$ cat config.mk
export PLATFORM = sky130hd
export DESIGN_NAME = bitvault_access_ctrl_flat
export DESIGN_NICKNAME = d
export VERILOG_FILES = /design/src/rtl/bitvault_pkg.sv /design/src/rtl/bitvault_access_ctrl_if.sv /design/src/rtl/bitvault_access_ctrl.sv /design/src/flat_wrapper.sv
export SDC_FILE = /design/constraint.sdc
export NUM_CORES = 1
export LEC_CHECK = 0
export CAP_MARGIN = 10
export CORE_ASPECT_RATIO = 0.75
export CORE_MARGIN = 2
export CORE_UTILIZATION = 48
export DETAILED_ROUTE_END_ITERATION = 10
export GPL_ROUTABILITY_DRIVEN = 0
export HOLD_SLACK_MARGIN = 0.02
export PLACE_DENSITY = 0.76
export SLEW_MARGIN = 20
export SYNTH_ARGS = -nofsm -noshare
export SYNTH_HDL_FRONTEND = slang
export SYNTH_SLANG_ARGS = --single-unit
$ cat constraint.sdc
create_clock -name clk -period 1.65 [get_ports clk]
set_input_delay 0.2475 -clock clk [delete_from_list [all_inputs] [get_ports clk]]
set_output_delay 0.2475 -clock clk [all_outputs]
set_load 0.05 [all_outputs]
$ cat src/rtl/bitvault_pkg.sv
// Shared definitions for the BitVault access controller and register file.
//   DATA_W / ADDR_W : default register width and address width
//   op_e            : command opcodes carried on cmd_op
//   state_e         : controller sequencing states
package bitvault_pkg;

  localparam int DATA_W = 8;
  localparam int ADDR_W = 2;

  typedef enum logic [1:0] {
    OP_WRITE = 2'b00,
    OP_READ  = 2'b01,
    OP_XOR   = 2'b10,
    OP_INC   = 2'b11
  } op_e;

  typedef enum logic [1:0] {
    ST_IDLE = 2'b00,
    ST_EXEC = 2'b01,
    ST_WB   = 2'b10,
    ST_RESP = 2'b11
  } state_e;

endpackage

$ cat src/rtl/bitvault_access_ctrl_if.sv
// Command / response handshake bundle between a command producer and the
// BitVault access controller.
//   cmd_valid/cmd_ready : command handshake (producer -> controller)
//   cmd_op/addr/data    : command payload
//   rsp_valid/rsp_ready : response handshake (controller -> consumer)
//   rsp_data            : register value before the operation
// master: producer/consumer side.  slave: controller side.
interface bitvault_access_ctrl_if #(
  parameter int DATA_W = bitvault_pkg::DATA_W,
  parameter int ADDR_W = bitvault_pkg::ADDR_W
) ();
  import bitvault_pkg::*;

  logic              cmd_valid;
  logic              cmd_ready;
  logic [1:0]        cmd_op;
  logic [ADDR_W-1:0] cmd_addr;
  logic [DATA_W-1:0] cmd_data;
  logic              rsp_valid;
  logic              rsp_ready;
  logic [DATA_W-1:0] rsp_data;

  modport master (
    output cmd_valid, cmd_op, cmd_addr, cmd_data, rsp_ready,
    input  cmd_ready, rsp_valid, rsp_data
  );

  modport slave (
    input  cmd_valid, cmd_op, cmd_addr, cmd_data, rsp_ready,
    output cmd_ready, rsp_valid, rsp_data
  );

endinterface

$ cat src/rtl/bitvault_access_ctrl.sv
// Command sequencer in front of the BitVault register file; the only driver
// of the file's pins. Runs WRITE, READ, XOR-RMW and INC-RMW one at a time.
//   clk, rst_n : clock (rising edge), asynchronous active-low reset
//   bus        : command / response handshake (slave side)
//   busy       : high whenever the sequencer is not IDLE
//   rf_we      : register-file write enable (one-cycle pulse in WB)
//   rf_addr    : register-file address, 0 while IDLE
//   rf_wdata   : register-file write data
//   rf_rdata   : register-file asynchronous read data
module bitvault_access_ctrl #(
  parameter int DATA_W = bitvault_pkg::DATA_W,
  parameter int ADDR_W = bitvault_pkg::ADDR_W
) (
  input  logic                  clk,
  input  logic                  rst_n,
  bitvault_access_ctrl_if.slave bus,
  output logic                  busy,
  output logic                  rf_we,
  output logic [ADDR_W-1:0]     rf_addr,
  output logic [DATA_W-1:0]     rf_wdata,
  input  logic [DATA_W-1:0]     rf_rdata
);
  import bitvault_pkg::*;

  state_e            state, state_d;
  op_e               op_q, op_d;
  logic [ADDR_W-1:0] addr_q, addr_d;
  logic [DATA_W-1:0] data_q, data_d;
  logic [DATA_W-1:0] rsp_data_q, rsp_data_d;
  logic              rf_we_d;
  logic [ADDR_W-1:0] rf_addr_d;
  logic [DATA_W-1:0] rf_wdata_d;

  // New value for a read-modify-write; INC wraps silently at 2^DATA_W.
  function automatic logic [DATA_W-1:0] rmw_result(input op_e op,
                                                   input logic [DATA_W-1:0] old,
                                                   input logic [DATA_W-1:0] mask);
    logic [DATA_W-1:0] res;
    res = old;
    case (op)
      OP_XOR:  res = old ^ mask;
      OP_INC:  res = old + DATA_W'(1);
      default: res = old;
    endcase
    return res;
  endfunction

  // Next-state and next-output decode. The rf_* pins are registered from the
  // upcoming state so the file sees stable address/data for a whole cycle.
  always_comb begin
    state_d    = state;
    op_d       = op_q;
    addr_d     = addr_q;
    data_d     = data_q;
    rsp_data_d = rsp_data_q;
    rf_we_d    = 1'b0;
    rf_addr_d  = '0;
    rf_wdata_d = rf_wdata;
    case (state)
      ST_IDLE: begin
        if (bus.cmd_valid) begin
          op_d      = op_e'(bus.cmd_op);
          addr_d    = bus.cmd_addr;
          data_d    = bus.cmd_data;
          rf_addr_d = bus.cmd_addr;
          if (op_e'(bus.cmd_op) == OP_WRITE) begin
            state_d    = ST_WB;
            rf_we_d    = 1'b1;
            rf_wdata_d = bus.cmd_data;
          end else begin
            state_d = ST_EXEC;
          end
        end
      end
      ST_EXEC: begin
        // rf_addr already points at the target, so rf_rdata is the old value.
        rsp_data_d = rf_rdata;
        if (op_q == OP_READ) begin
          state_d = ST_RESP;
        end else begin
          state_d    = ST_WB;
          rf_we_d    = 1'b1;
          rf_addr_d  = addr_q;
          rf_wdata_d = rmw_result(op_q, rf_rdata, data_q);
        end
      end
      ST_WB: begin
        state_d = (op_q == OP_WRITE) ? ST_IDLE : ST_RESP;
      end
      ST_RESP: begin
        if (bus.rsp_ready) state_d = ST_IDLE;
      end
      default: state_d = ST_IDLE;
    endcase
  end

  always_ff @(posedge clk or negedge rst_n) begin
    if (!rst_n) begin
      state      <= ST_IDLE;
      op_q       <= OP_WRITE;
      addr_q     <= '0;
      data_q     <= '0;
      rsp_data_q <= '0;
      rf_we      <= 1'b0;
      rf_addr    <= '0;
      rf_wdata   <= '0;
    end else begin
      state      <= state_d;
      op_q       <= op_d;
      addr_q     <= addr_d;
      data_q     <= data_d;
      rsp_data_q <= rsp_data_d;
      rf_we      <= rf_we_d;
      rf_addr    <= rf_addr_d;
      rf_wdata   <= rf_wdata_d;
    end
  end

  assign bus.cmd_ready = (state == ST_IDLE);
  assign bus.rsp_valid = (state == ST_RESP);
  assign bus.rsp_data  = rsp_data_q;
  assign busy          = (state != ST_IDLE);

endmodule

$ cat src/flat_wrapper.sv
// flat-port wrapper written by rule: the top's interface ports become plain ports
module bitvault_access_ctrl_flat import bitvault_pkg::*;
#(
  parameter int DATA_W = bitvault_pkg::DATA_W,
  parameter int ADDR_W = bitvault_pkg::ADDR_W
)
  (clk, rst_n, busy, rf_we, rf_addr, rf_wdata, rf_rdata, bus_cmd_valid, bus_cmd_op, bus_cmd_addr, bus_cmd_data, bus_rsp_ready, bus_cmd_ready, bus_rsp_valid, bus_rsp_data);
  bitvault_access_ctrl_if #(.DATA_W(DATA_W), .ADDR_W(ADDR_W)) bus_i ();
  input  logic clk;
  input  logic rst_n;
  output logic busy;
  output logic rf_we;
  output logic [ADDR_W-1:0] rf_addr;
  output logic [DATA_W-1:0] rf_wdata;
  input  logic [DATA_W-1:0] rf_rdata;
  input wire logic [$bits(bus_i.cmd_valid)-1:0] bus_cmd_valid;
  input wire logic [$bits(bus_i.cmd_op)-1:0] bus_cmd_op;
  input wire logic [$bits(bus_i.cmd_addr)-1:0] bus_cmd_addr;
  input wire logic [$bits(bus_i.cmd_data)-1:0] bus_cmd_data;
  input wire logic [$bits(bus_i.rsp_ready)-1:0] bus_rsp_ready;
  output wire logic [$bits(bus_i.cmd_ready)-1:0] bus_cmd_ready;
  output wire logic [$bits(bus_i.rsp_valid)-1:0] bus_rsp_valid;
  output wire logic [$bits(bus_i.rsp_data)-1:0] bus_rsp_data;
  assign bus_i.cmd_valid = bus_cmd_valid;
  assign bus_i.cmd_op = bus_cmd_op;
  assign bus_i.cmd_addr = bus_cmd_addr;
  assign bus_i.cmd_data = bus_cmd_data;
  assign bus_i.rsp_ready = bus_rsp_ready;
  assign bus_cmd_ready = bus_i.cmd_ready;
  assign bus_rsp_valid = bus_i.rsp_valid;
  assign bus_rsp_data = bus_i.rsp_data;
  bitvault_access_ctrl #(.DATA_W(DATA_W), .ADDR_W(ADDR_W)) u_core (.clk(clk), .rst_n(rst_n), .bus(bus_i), .busy(busy), .rf_we(rf_we), .rf_addr(rf_addr), .rf_wdata(rf_wdata), .rf_rdata(rf_rdata));
endmodule
==> impl_metrics.csv <==
group,metric,value,unit
setup_path,end_kind,"flip-flop",
clock_network,cts_tree,"yes",
floorplanning,die_w,73.9,um
setup_path,worstSetupStartpoint,"u_core.state[0]",
timing,finalCritPeriodShare,96.6,%
clock_network,h-tree-depth,2,
yosys,synthAdderAreaFrac,0.712,%
timing,maxSlewViolCount,0,
setup_path,critPathRequiredTime,1.85,ns
route,vias,1567,
pwr,p_leak,1.12,nW
timing,max_slew.worst_pin.slew,0.421,ns
global_routing,grt_pass1_vias,1605,
setup_path,worstPathCellList,"buf_4 > or3b_2 > nor4_1 > a21oi_1 > o21ai_0",
clock_network,clockRootBuffer,"clkbuf_8",
route,drc,0,
place,numPortBuffers,45,
yosys,ys_top_cells_by_count,"dfrtp_1, nand2_1, o21ai_0, nor2_1, mux2_2",
yosys,synthSimpleGateAreaFrac,19.2,%
yosys,yosysMostFrequentCell,"dfrtp_1",
route,drt_wl_total,4.58,mm
route,routed_via_density,5.22,
floorplanning,start_util,49.0,%
yosys,synth_compound_area_share,16.9,%
setup_path,critPathKind,"reg -> reg",
yosys,synth-xor-area-share,0.996,%
setup_path,worstReg2RegStart,"u_core.state[0]",
yosys,synth_largest_area_cell,"dfrtp_1",
route,ant_nets,0,
setup_path,arrival,1.80,ns
floorplanning,fp.coreArea,0.00359,mm^2
pwr,ir_drop,1.18,mV
layout,post-route-util,69.3,%
global_routing,grt_first_pass_wirelength,7.55,mm
yosys,synth_edf_count,0,
clock_network,cts.sinks,33,
yosys,ys_seq_elements,33,
timing,fin_skew,0.00675,ns
floorplanning,die-area,0.00417,mm^2
setup_path,cp-start-kind,"flip-flop",
route,initialDrtViolationCount,157,
pwr,p_per_area,2140,mW/mm^2
route,wl_per_cell,15.3,um
setup_path,worst_path_max_delay_cell,"or3b_2",
yosys,synth_top_family_by_area,"simple AND/OR/NAND/NOR gates",
clock_network,cts.path.max_buffers,2,
clock_network,path_clk_slew,0.07,ns
yosys,synth_area,0.00176,mm^2
layout,layout-drive-gt1-share,31.5,%
place,placed_cells,291,
yosys,ys.flop_type,"dfrtp_1",
timing,setup_ws,0.0565,ns
yosys,synthesis.nets,206,
global_routing,grt_max_degree,34,
route,firstDrtPassIters,4,
global_routing,overflow,0,
place,post-dp-hpwl,3.48,mm
yosys,yosysSeqAreaShare,47.0,%
yosys,synth_area_leaders,"dfrtp_1, mux2_2, nand2_1, o21ai_0, mux2i_1",
floorplanning,rows,19,
timing,final_hold_viol_count,0,
yosys,syn_inst,181,
layout,syn2layout_area_growth,41.4,%
layout,layout.cells.non_filler,300,
yosys,postSynthAreaPerCell,9.71,um^2
setup_path,r2r_cells,5,
floorplanning,die_h,56.4,um
layout,diodes,0,
layout,nets,272,
yosys,synth_mux_area_share,9.25,%
pwr,p_total,0.00532,W
timing,finalSetupTns,0,ns
yosys,yosysTopAreaCellShare,47.0,%
global_routing,antenna_found_initial,0,
layout,fillCellCount,290,
yosys,async_flop_share,100,%
clock_network,holdBufCountCts,0,
global_routing,track_usage,24.0,%
timing,max_freq,628,MHz
floorplanning,ios,46,
yosys,yosys_warnings,0,
timing,rsz0062_at_grt,"false",
setup_path,crit_path_max_fanout,7,
yosys,netlist-cell-type-count,43,
outcome,status,"finished clean",
place,dp_slack,-0.159,ns
hold_path,hp-class,"in -> async",
flow_run,maxCapViolations,0,
clock_network,clk_latency,0.29,ns
timing,max_slew_margin,72.0,%
timing,final-setup-viol-count,0,
setup_path,critical_path.max_stage_delay,0.49,ns
clock_network,cts_made_buffers,5,
timing,period_minus_slack,1.59,ns
==> registers in the layout, indices dropped and copies added, names as in the netlist <==
signal and cells:
u_core.state 2, u_core.op_q 2, u_core.addr_q 2, u_core.rf_we 1
u_core.data_q 8, u_core.bus.rsp_data 8, u_core.rf_addr 2, u_core.rf_wdata 8
==> layout by cell type (no fill, tap or decap), types with 2 or more instances in the layout <==
master / instances
nand2_1: 30
a22o_1: 4
a31oi_1: 3
dfrtp_1: 31
mux2i_1: 5
buf_12: 4
nand2b_1: 4
inv_1: 8
clkdlybuf4s50_1: 23
dfrtp_2: 2
buf_4: 42
a21oi_1: 4
xnor2_1: 2
mux2_2: 10
o221ai_1: 2
nor2b_1: 3
or2_2: 2
o21ai_0: 18
nand3_1: 4
clkbuf_8: 5
clkinv_2: 2
nor2_1: 11
nor3_1: 2
or3_1: 2
==> report_power, final <==
part	internal (W)	switching [W]	total, W
clock	0.000292	0.000298	0.000590
combinational	0.00132	0.00193	0.00325
sequential	0.00122	0.000268	0.00149
==> repair_timing <==
item / 4_1_cts / 5_1_grt
resized for setup: 2 / 4
endpoints found under the setup margin: 2 / 4
buffers inserted: 1 / 0
pin swaps: 0 / 0
==> stage by stage <==
stage | cell area (um^2) | hold slack, ns
final | 2490 | 0.362
after global placement | 2380 | 0.459
after detailed placement | 2380 | 0.471
after global routing | 2490 | 0.401
after floorplan | 1760 | -0.0481
after CTS | 2470 | 0.380
==> metal layers <==
| metal | wire length (um) | GRT usage [%] | vias up |
|---|---|---|---|
| met1 | 2060 | 31.7 | 752 |
| met5 | 0 | 0 | - |
| met3 | 275 | 8.26 | 4 |
| met2 | 2220 | 37.5 | 49 |
| met4 | 18 | 6.23 | 0 |
| li1 | - | - | 762 |
==> area by class of cell <==
class / instances / area (um^2) / share of cell area (%)
inverters: 10 / 43.8 / 1.76
well taps: 52 / 65.1 / 2.62
multi-input cells: 128 / 841 / 33.8
flip-flops and latches: 33 / 828 / 33.3
clock inverters: 2 / 10.0 / 0.403
clock buffers: 6 / 72.6 / 2.92
repair buffers: 69 / 626 / 25.2
==> kinds of logic (layout without fill, tap and decap cells) <==
family / Yosys count / after routing
muxes: 15 / 15
and+or+nand+nor: 68 / 68
xor gates and xnor gates: 2 / 2
adders and majority gates: 1 / 1
AOI/OAI and AO/OA: 42 / 42
buffers and inverters: 20 / 87
DFF: 33 / 33
==> path summary, 6_finish.rpt <==
check	slack (ns)	to
setup / recovery	0.06	u_core.rf_wdata[2]
min in group clk	0.48	u_core.bus.rsp_data[3]
setup reg to reg	0.06	u_core.rf_wdata[2]
max in group asynchronous	0.97	u_core.state[1]
hold reg to reg	0.48	u_core.bus.rsp_data[3]
hold / removal	0.36	u_core.state[0]
==> critical path: cells and delay by family, from the launching register on <==
family / cells / cell delay (ns)
DFF: 1 / 0.40
and+or+nand+nor: 2 / 0.78
buffers and inverters: 1 / 0.16
AOI/OAI and AO/OA: 2 / 0.16
(Power assumes the default switching activity.)
